### src/rtl/keypad_pkg.sv
// keypad_pkg: shared types, constants and helpers for the 4x4 keypad scanner.
//   state_e        : scanner FSM states (SCAN, DEBOUNCE, HELD)
//   NUM_ROWS/COLS  : keypad matrix geometry
//   ROW_IDLE       : row pattern with no key pulling any row low
//   row_dec_t      : decoded row sample (single-low flag + row index)
//   row_onehot_idx : decode a synchronized active-low row sample
//   col_drive      : active-low column drive pattern for a column index
package keypad_pkg;

  typedef enum logic [1:0] {
    SCAN     = 2'd0,
    DEBOUNCE = 2'd1,
    HELD     = 2'd2
  } state_e;

  localparam int NUM_ROWS = 4;
  localparam int NUM_COLS = 4;

  localparam logic [NUM_ROWS-1:0] ROW_IDLE = 4'b1111;

  typedef struct packed {
    logic       single_low;
    logic [1:0] idx;
  } row_dec_t;

  // Only a sample with exactly one row low names a key; zero-low and
  // multi-low (ghosting / two keys in one column) both decode as "no key".
  function automatic row_dec_t row_onehot_idx(input logic [NUM_ROWS-1:0] row);
    row_dec_t r;
    r.single_low = 1'b0;
    r.idx        = 2'd0;
    case (row)
      4'b1110: begin r.single_low = 1'b1; r.idx = 2'd0; end
      4'b1101: begin r.single_low = 1'b1; r.idx = 2'd1; end
      4'b1011: begin r.single_low = 1'b1; r.idx = 2'd2; end
      4'b0111: begin r.single_low = 1'b1; r.idx = 2'd3; end
      default: begin r.single_low = 1'b0; r.idx = 2'd0; end
    endcase
    return r;
  endfunction

  function automatic logic [NUM_COLS-1:0] col_drive(input logic [1:0] idx);
    return ~(4'b0001 << idx);
  endfunction

endpackage

### src/rtl/keypad_scanner_sync.sv
// sync_2ff: two-flop synchronizer for asynchronous level inputs.
//   clk   : destination clock
//   reset : synchronous active-high reset; both stages reset to all-ones
//           so the active-low keypad rows read as idle out of reset
//   d     : asynchronous input
//   q     : synchronized output, two clk cycles behind d
module sync_2ff #(
  parameter int WIDTH = 1
) (
  input  logic             clk,
  input  logic             reset,
  input  logic [WIDTH-1:0] d,
  output logic [WIDTH-1:0] q
);

  logic [WIDTH-1:0] meta_q;
  logic [WIDTH-1:0] sync_q;

  always_ff @(posedge clk) begin
    if (reset) begin
      meta_q <= '1;
      sync_q <= '1;
    end else begin
      meta_q <= d;
      sync_q <= meta_q;
    end
  end

  assign q = sync_q;

endmodule

### src/rtl/keypad_scanner.sv
// keypad_scanner: column-scanning 4x4 matrix keypad reader with debounce,
// a one-entry holding register behind a valid/ready handshake, and a
// history of the last 8 accepted keys.
//   clk         : system clock
//   reset       : synchronous active-high reset
//   row_n       : keypad rows, active-low, asynchronous
//   col_n       : column drive, active-low, exactly one bit low
//   key_code    : accepted key = {row_idx, col_idx}
//   key_valid   : key_code holds an unconsumed key
//   key_ready   : consumer takes key_code when key_valid & key_ready
//   overrun     : sticky, a key was dropped because key_code was full
//   key_held    : high from press acceptance until release acceptance
//   key_history : last 8 accepted codes, newest in [3:0]
//   state_dbg   : current FSM state (keypad_pkg::state_e encoding)
//
// Handshake: key_valid rises the cycle after a key is accepted and stays
// high until an edge with key_valid & key_ready. An accepting edge that
// coincides with a handshake reloads the register and keeps key_valid
// high; an accepting edge with key_valid high and no handshake drops the
// new key and sets overrun. A handshake clears overrun.
module keypad_scanner
  import keypad_pkg::*;
#(
  parameter int SCAN_DIV     = 4,  // cycles per column, >= 4
  parameter int DEBOUNCE_CNT = 3   // identical ticks for press/release, >= 1
) (
  input  logic        clk,
  input  logic        reset,
  input  logic [3:0]  row_n,
  output logic [3:0]  col_n,
  output logic [3:0]  key_code,
  output logic        key_valid,
  input  logic        key_ready,
  output logic        overrun,
  output logic        key_held,
  output logic [31:0] key_history,
  output logic [1:0]  state_dbg
);

  localparam int DW    = $clog2(SCAN_DIV);
  localparam int STB_W = $clog2(DEBOUNCE_CNT + 1);

  localparam logic [DW-1:0]    DWELL_LAST = DW'(SCAN_DIV - 1);
  // The stable counter holds the number of matching ticks seen so far;
  // the tick that would bring it to DEBOUNCE_CNT is the accepting one.
  localparam logic [STB_W-1:0] STB_LAST   = STB_W'(DEBOUNCE_CNT - 1);

  // ---------------------------------------------------------------------
  // Row synchronizer
  // ---------------------------------------------------------------------
  logic [3:0] row_s;

  sync_2ff #(.WIDTH(NUM_ROWS)) u_row_sync (
    .clk   (clk),
    .reset (reset),
    .d     (row_n),
    .q     (row_s)
  );

  // ---------------------------------------------------------------------
  // State
  // ---------------------------------------------------------------------
  state_e            state_q;
  logic [DW-1:0]     dwell_q;
  logic [STB_W-1:0]  stable_q;
  logic [1:0]        col_idx_q;
  logic [3:0]        col_n_q;
  logic [1:0]        cap_row_q;
  logic [3:0]        cap_pat_q;
  logic [3:0]        key_code_q;
  logic              key_valid_q;
  logic              overrun_q;
  logic              key_held_q;
  logic [31:0]       key_history_q;

  // ---------------------------------------------------------------------
  // Combinational helpers
  // ---------------------------------------------------------------------
  logic       tick;
  row_dec_t   dec;
  logic [1:0] col_next;
  logic       accept;
  logic [3:0] acc_code;
  logic       handshake;

  assign tick      = (dwell_q == DWELL_LAST);
  assign dec       = row_onehot_idx(row_s);
  assign col_next  = col_idx_q + 2'd1;
  assign handshake = key_valid_q & key_ready;

  // accept marks the tick on which a press is debounced. The column is
  // frozen from detection onwards, so col_idx_q is the key's column.
  always_comb begin
    accept   = 1'b0;
    acc_code = {dec.idx, col_idx_q};
    case (state_q)
      SCAN: begin
        if (tick && dec.single_low && (DEBOUNCE_CNT == 1)) begin
          accept   = 1'b1;
          acc_code = {dec.idx, col_idx_q};
        end
      end
      DEBOUNCE: begin
        if (tick && (row_s == cap_pat_q) && (stable_q == STB_LAST)) begin
          accept   = 1'b1;
          acc_code = {cap_row_q, col_idx_q};
        end
      end
      default: begin
        accept   = 1'b0;
        acc_code = {dec.idx, col_idx_q};
      end
    endcase
  end

  // ---------------------------------------------------------------------
  // Dwell counter, scan FSM and output register
  // ---------------------------------------------------------------------
  always_ff @(posedge clk) begin
    if (reset) begin
      state_q       <= SCAN;
      dwell_q       <= '0;
      stable_q      <= '0;
      col_idx_q     <= 2'd0;
      col_n_q       <= 4'b1110;
      cap_row_q     <= 2'd0;
      cap_pat_q     <= ROW_IDLE;
      key_code_q    <= 4'd0;
      key_valid_q   <= 1'b0;
      overrun_q     <= 1'b0;
      key_held_q    <= 1'b0;
      key_history_q <= 32'd0;
    end else begin
      // Free-running dwell: every column gets exactly SCAN_DIV cycles
      // because the column only ever changes on the tick cycle.
      if (tick) begin
        dwell_q <= '0;
      end else begin
        dwell_q <= dwell_q + DW'(1);
      end

      case (state_q)
        SCAN: begin
          if (tick) begin
            if (dec.single_low) begin
              cap_row_q <= dec.idx;
              cap_pat_q <= row_s;
              if (DEBOUNCE_CNT == 1) begin
                state_q    <= HELD;
                key_held_q <= 1'b1;
                stable_q   <= '0;
              end else begin
                state_q  <= DEBOUNCE;
                stable_q <= STB_W'(1);
              end
            end else begin
              col_idx_q <= col_next;
              col_n_q   <= col_drive(col_next);
            end
          end
        end

        DEBOUNCE: begin
          if (tick) begin
            if (row_s == cap_pat_q) begin
              if (stable_q == STB_LAST) begin
                state_q    <= HELD;
                key_held_q <= 1'b1;
                stable_q   <= '0;
              end else begin
                stable_q <= stable_q + STB_W'(1);
              end
            end else begin
              // Bounce or early release: resume scanning at the next column.
              state_q   <= SCAN;
              stable_q  <= '0;
              col_idx_q <= col_next;
              col_n_q   <= col_drive(col_next);
            end
          end
        end

        HELD: begin
          // stable_q now counts consecutive idle ticks toward release.
          if (tick) begin
            if (row_s == ROW_IDLE) begin
              if (stable_q == STB_LAST) begin
                state_q    <= SCAN;
                key_held_q <= 1'b0;
                stable_q   <= '0;
                col_idx_q  <= col_next;
                col_n_q    <= col_drive(col_next);
              end else begin
                stable_q <= stable_q + STB_W'(1);
              end
            end else begin
              stable_q <= '0;
            end
          end
        end

        default: begin
          state_q  <= SCAN;
          stable_q <= '0;
        end
      endcase

      // Holding register: a handshake on the accepting edge frees the slot
      // in time for the new key, so the key is loaded rather than dropped.
      if (accept) begin
        if (!key_valid_q || handshake) begin
          key_code_q    <= acc_code;
          key_valid_q   <= 1'b1;
          key_history_q <= {key_history_q[27:0], acc_code};
          if (handshake) begin
            overrun_q <= 1'b0;
          end
        end else begin
          overrun_q <= 1'b1;
        end
      end else if (handshake) begin
        key_valid_q <= 1'b0;
        overrun_q   <= 1'b0;
      end
    end
  end

  assign col_n       = col_n_q;
  assign key_code    = key_code_q;
  assign key_valid   = key_valid_q;
  assign overrun     = overrun_q;
  assign key_held    = key_held_q;
  assign key_history = key_history_q;
  assign state_dbg   = state_q;

endmodule

### config.mk
export PLATFORM = sky130hd
export DESIGN_NAME = keypad_scanner
export DESIGN_NICKNAME = d
export VERILOG_FILES = /design/src/rtl/keypad_pkg.sv /design/src/rtl/keypad_scanner_sync.sv /design/src/rtl/keypad_scanner.sv
export SDC_FILE = /design/constraint.sdc
export NUM_CORES = 1
export LEC_CHECK = 0
export BUFFER_PORTS_ARGS = -buffer_cell sky130_fd_sc_hd__buf_2
export CAP_MARGIN = 30
export CORE_MARGIN = 2
export CORE_UTILIZATION = 53
export CTS_CLUSTER_DIAMETER = 60
export DETAILED_ROUTE_END_ITERATION = 6
export PLACE_DENSITY_LB_ADDON = 0.25
export SYNTH_ARGS = -nofsm -noshare
export SYNTH_HDL_FRONTEND = slang
export SYNTH_HIERARCHICAL = 1
export SYNTH_SLANG_ARGS = --single-unit
### constraint.sdc
create_clock -name clk -period 2.1 [get_ports clk]
set_input_delay 0.21 -clock clk [delete_from_list [all_inputs] [get_ports clk]]
set_output_delay 0.21 -clock clk [all_outputs]
set_load 0.01 [all_outputs]
==> run metrics <==
area of the multi-input gates 1132 um2; main combinational cell family by area after synthesis simple AND/OR/NAND/NOR gates; Top FF cell, synth dfxtp_1; Num CTS Buffers 9; XOR/XNOR share of the synthesized area 2.817%; Post-DP Area 2743 um2; setup repair bufs after CTS 0; post-synth top area cell dfxtp_1; Post-synth EDFFs 0; fin area 2975 um2; Fill cells 363; max incr delay on CP 0.51 ns; ant diodes 0; Yosys top cell area share 49.09%; Port Buffers 51; Avg Synthesized Cell Area 9.990 um2; CTS tree yes; synth top area cells dfxtp_1 (49%), mux2i_1 (13%), nor2_1 (6.9%); CP Data Required Time 2.36 ns; Die W 72.51 um; Core ar. 4444 um2; global route total overflow 0; Synth Area in Compound Gates 8.149%; Internal Power 1.992 mW; Fmax 0.5342 GHz; clk sinks 61; share of power burned in registers 47.7%; initial DRC count 103; peak supply drop 0.0006981 V; Worst Tran Pin Value 0.8834 ns; Worst Hold Class input port to flip-flop; Crit. End Element flip-flop; Setup Skew 0.009450 ns; status completed; Setup violations, final 0; RePlAce Congestion 0.8155; RSZ-0062 raised after global routing no; Max Cap Viol 0; # IOs 52; Residual DRC 0; Combinational Power Share 5.1%; Die Y 72.51 um; Clk pwr share 47.2%; Sw Share 20.71%; Pre-Repair DR Iteration Count 4; CP Max Fanout 13; first-pass GRT wire length 7320 um; Clock Root Buffer clkbuf_8; most frequent cells after synthesis dfxtp_1 (61), nor2_1 (46), mux2i_1 (33), a21oi_1 (13), or2_1 (9); vias in the first global route 1612; synthesized cell area 2487 um2; Reg area 1221 um2; Worst EP arrival 2.13 ns; relative slew slack 41.11%; GRT Overall Usage 18.61%; Post-Synthesis Cells 249; fraction of layout cells with a size suffix above 1 24.58%; crit share post-route 89.14%; Routed wire per std cell 12.52 um; antenna-violating nets left 0; worst path bufs/invs 0; most common cell in the netlist dfxtp_1; routed wire length 4419 um; mux contribution to synthesized area 13.28%; Tot Pwr 2.512 mW; sequential area share after synthesis 49.09%; Starting Density 55.97%; row cnt 24; leakage 1.526 nW; pwr dens 844.4 nW/um2; die area 5257 um2; Worst-path clk slew 0.07 ns; min cycle time layout 1.872 ns; hold buffer count at cts 0; Synth cell types 36; CTS-repair resized insts 0; vias per cell 5.176; Pins Over Slew Limit 0; Mapped Nets 261; NetSw 520.2 uW; Final TNS setup 0 ns; Fin. Hold Viols 0; family with the most delay on the worst path simple AND/OR/NAND/NOR gates; Ys Warns 6; critical-path cell list xnor2_1, o211a_4, nand3b_4, or4_1, a21oi_1; Vias 1827; slowest stage cell, crit path or4_1; Post-synth ARST share 0%; initial antenna violation count 0; simple-gate portion of the synthesized area 18.36%; Startpoint Class flip-flop; Synth Register Bits 61; Area Overhead vs Synth 19.62%; Crit Path Class flip-flop to flip-flop; Synth Area in Adders 2.918%; largest net degree at the start of global routing 55; CTS Buffer Depth 2; worst skew pair latency 0.34 ns; htree depth 3; dpl hpwl 3019 um; Net count, final 309
[metrics by stage]
| stage | std cells | hold WS [ns] | util, % | setup WS (ns) |
|---|---|---|---|---|
| finish | 353 | 0.05165 | 66.95 | 0.2281 |
| global route | 353 | 0.04901 | 66.95 | 0.1026 |
| global placement | 338 | 0.3866 | 61.71 | 0.2788 |
| detailed placement | 338 | 0.3896 | 61.71 | 0.2162 |
| CTS | 353 | 0.03662 | 66.95 | 0.2216 |
| floorplan | 249 | 0.3071 | - | 0.3897 |
[final timing paths]
path | slack (ns) | from | to | depth (start not counted)
hold / removal | 0.05 | row_n[0] | u_row_sync/meta_q[0] | 2
setup / recovery | 0.23 | u_row_sync/q[1] | cap_row_q[0] | 5
setup reg to reg | 0.23 | u_row_sync/q[1] | cap_row_q[0] | 5
hold reg to reg | 0.40 | u_row_sync/meta_q[0] | u_row_sync/q[0] | 1
[state kept, by name (all words and copies together), names as in the netlist]
name,cells
key_history,29
cap_pat_q,4
col_n,4
u_row_sync/meta_q,4
u_row_sync/q,4
key_code,3
cap_row_q,2
col_idx_q,2
dwell_q,2
stable_q,2
state_dbg,2
key_held,1
key_valid,1
overrun,1
[worst reg2reg max path, cell delays in order, from the launching register on]
cell	delay, ns
dfxtp_1	0.49
xnor2_1	0.15
o211a_4	0.29
nand3b_4	0.23
or4_1	0.51
a21oi_1	0.14
[cells by family after synthesis]
group                    count (synthesis)
AND/OR/NAND/NOR                         89
flip-flops                              61
multiplexers                            33
AO/OA/AOI/OAI                           27
buffers and inverters                   25
XOR/XNOR                                 8
adder cells (fa/ha/maj)                  6
[area by class of cell]
type / instances / share of cell area [%]
Multi-Input combinational cell: 163 / 38.06
Clock inverter: 3 / 2.271
Clock buffer: 12 / 5.551
Sequential cell: 61 / 41.04
Timing Repair Buffer: 55 / 10.01
Tap cell: 52 / 2.187
Inverter: 7 / 0.8831
[metal layers]
layer | global-route usage (%) | share of wire, % | vias up
li1 | - | - | 935
met1 | 23.15 | 46 | 822
met2 | 27.52 | 46 | 58
met3 | 5.417 | 5.4 | 12
met4 | 13.37 | 2.4 | 0
met5 | 0 | 0 | -
[power groups by stage]
stage	sequential (mW)	clock, mW	combinational (mW)
finish	1.20	1.19	0.128
global route	1.20	1.26	0.145
CTS	1.20	1.21	0.128
detailed placement	1.22	0	0.128
global placement	1.22	0	0.125
floorplan	1.22	0	0.101
[cells in the final DEF (no fill, tap or decap), types with 2 or more instances in the layout]
cell / n
bufinv_16: 2
inv_1: 7
nor2_1: 46
nor3_1: 2
xnor2_1: 8
nand3b_1: 2
buf_2: 51
nand2b_1: 5
or2_1: 9
nand4b_1: 2
nand2_1: 8
ha_1: 5
a31oi_1: 2
clkbuf_8: 12
mux2i_1: 33
buf_4: 3
a21oi_1: 13
a211o_1: 4
dfxtp_1: 61
nand4_1: 3
a211oi_1: 3
nor3b_1: 4
Power figures use the tool's default switching activity.
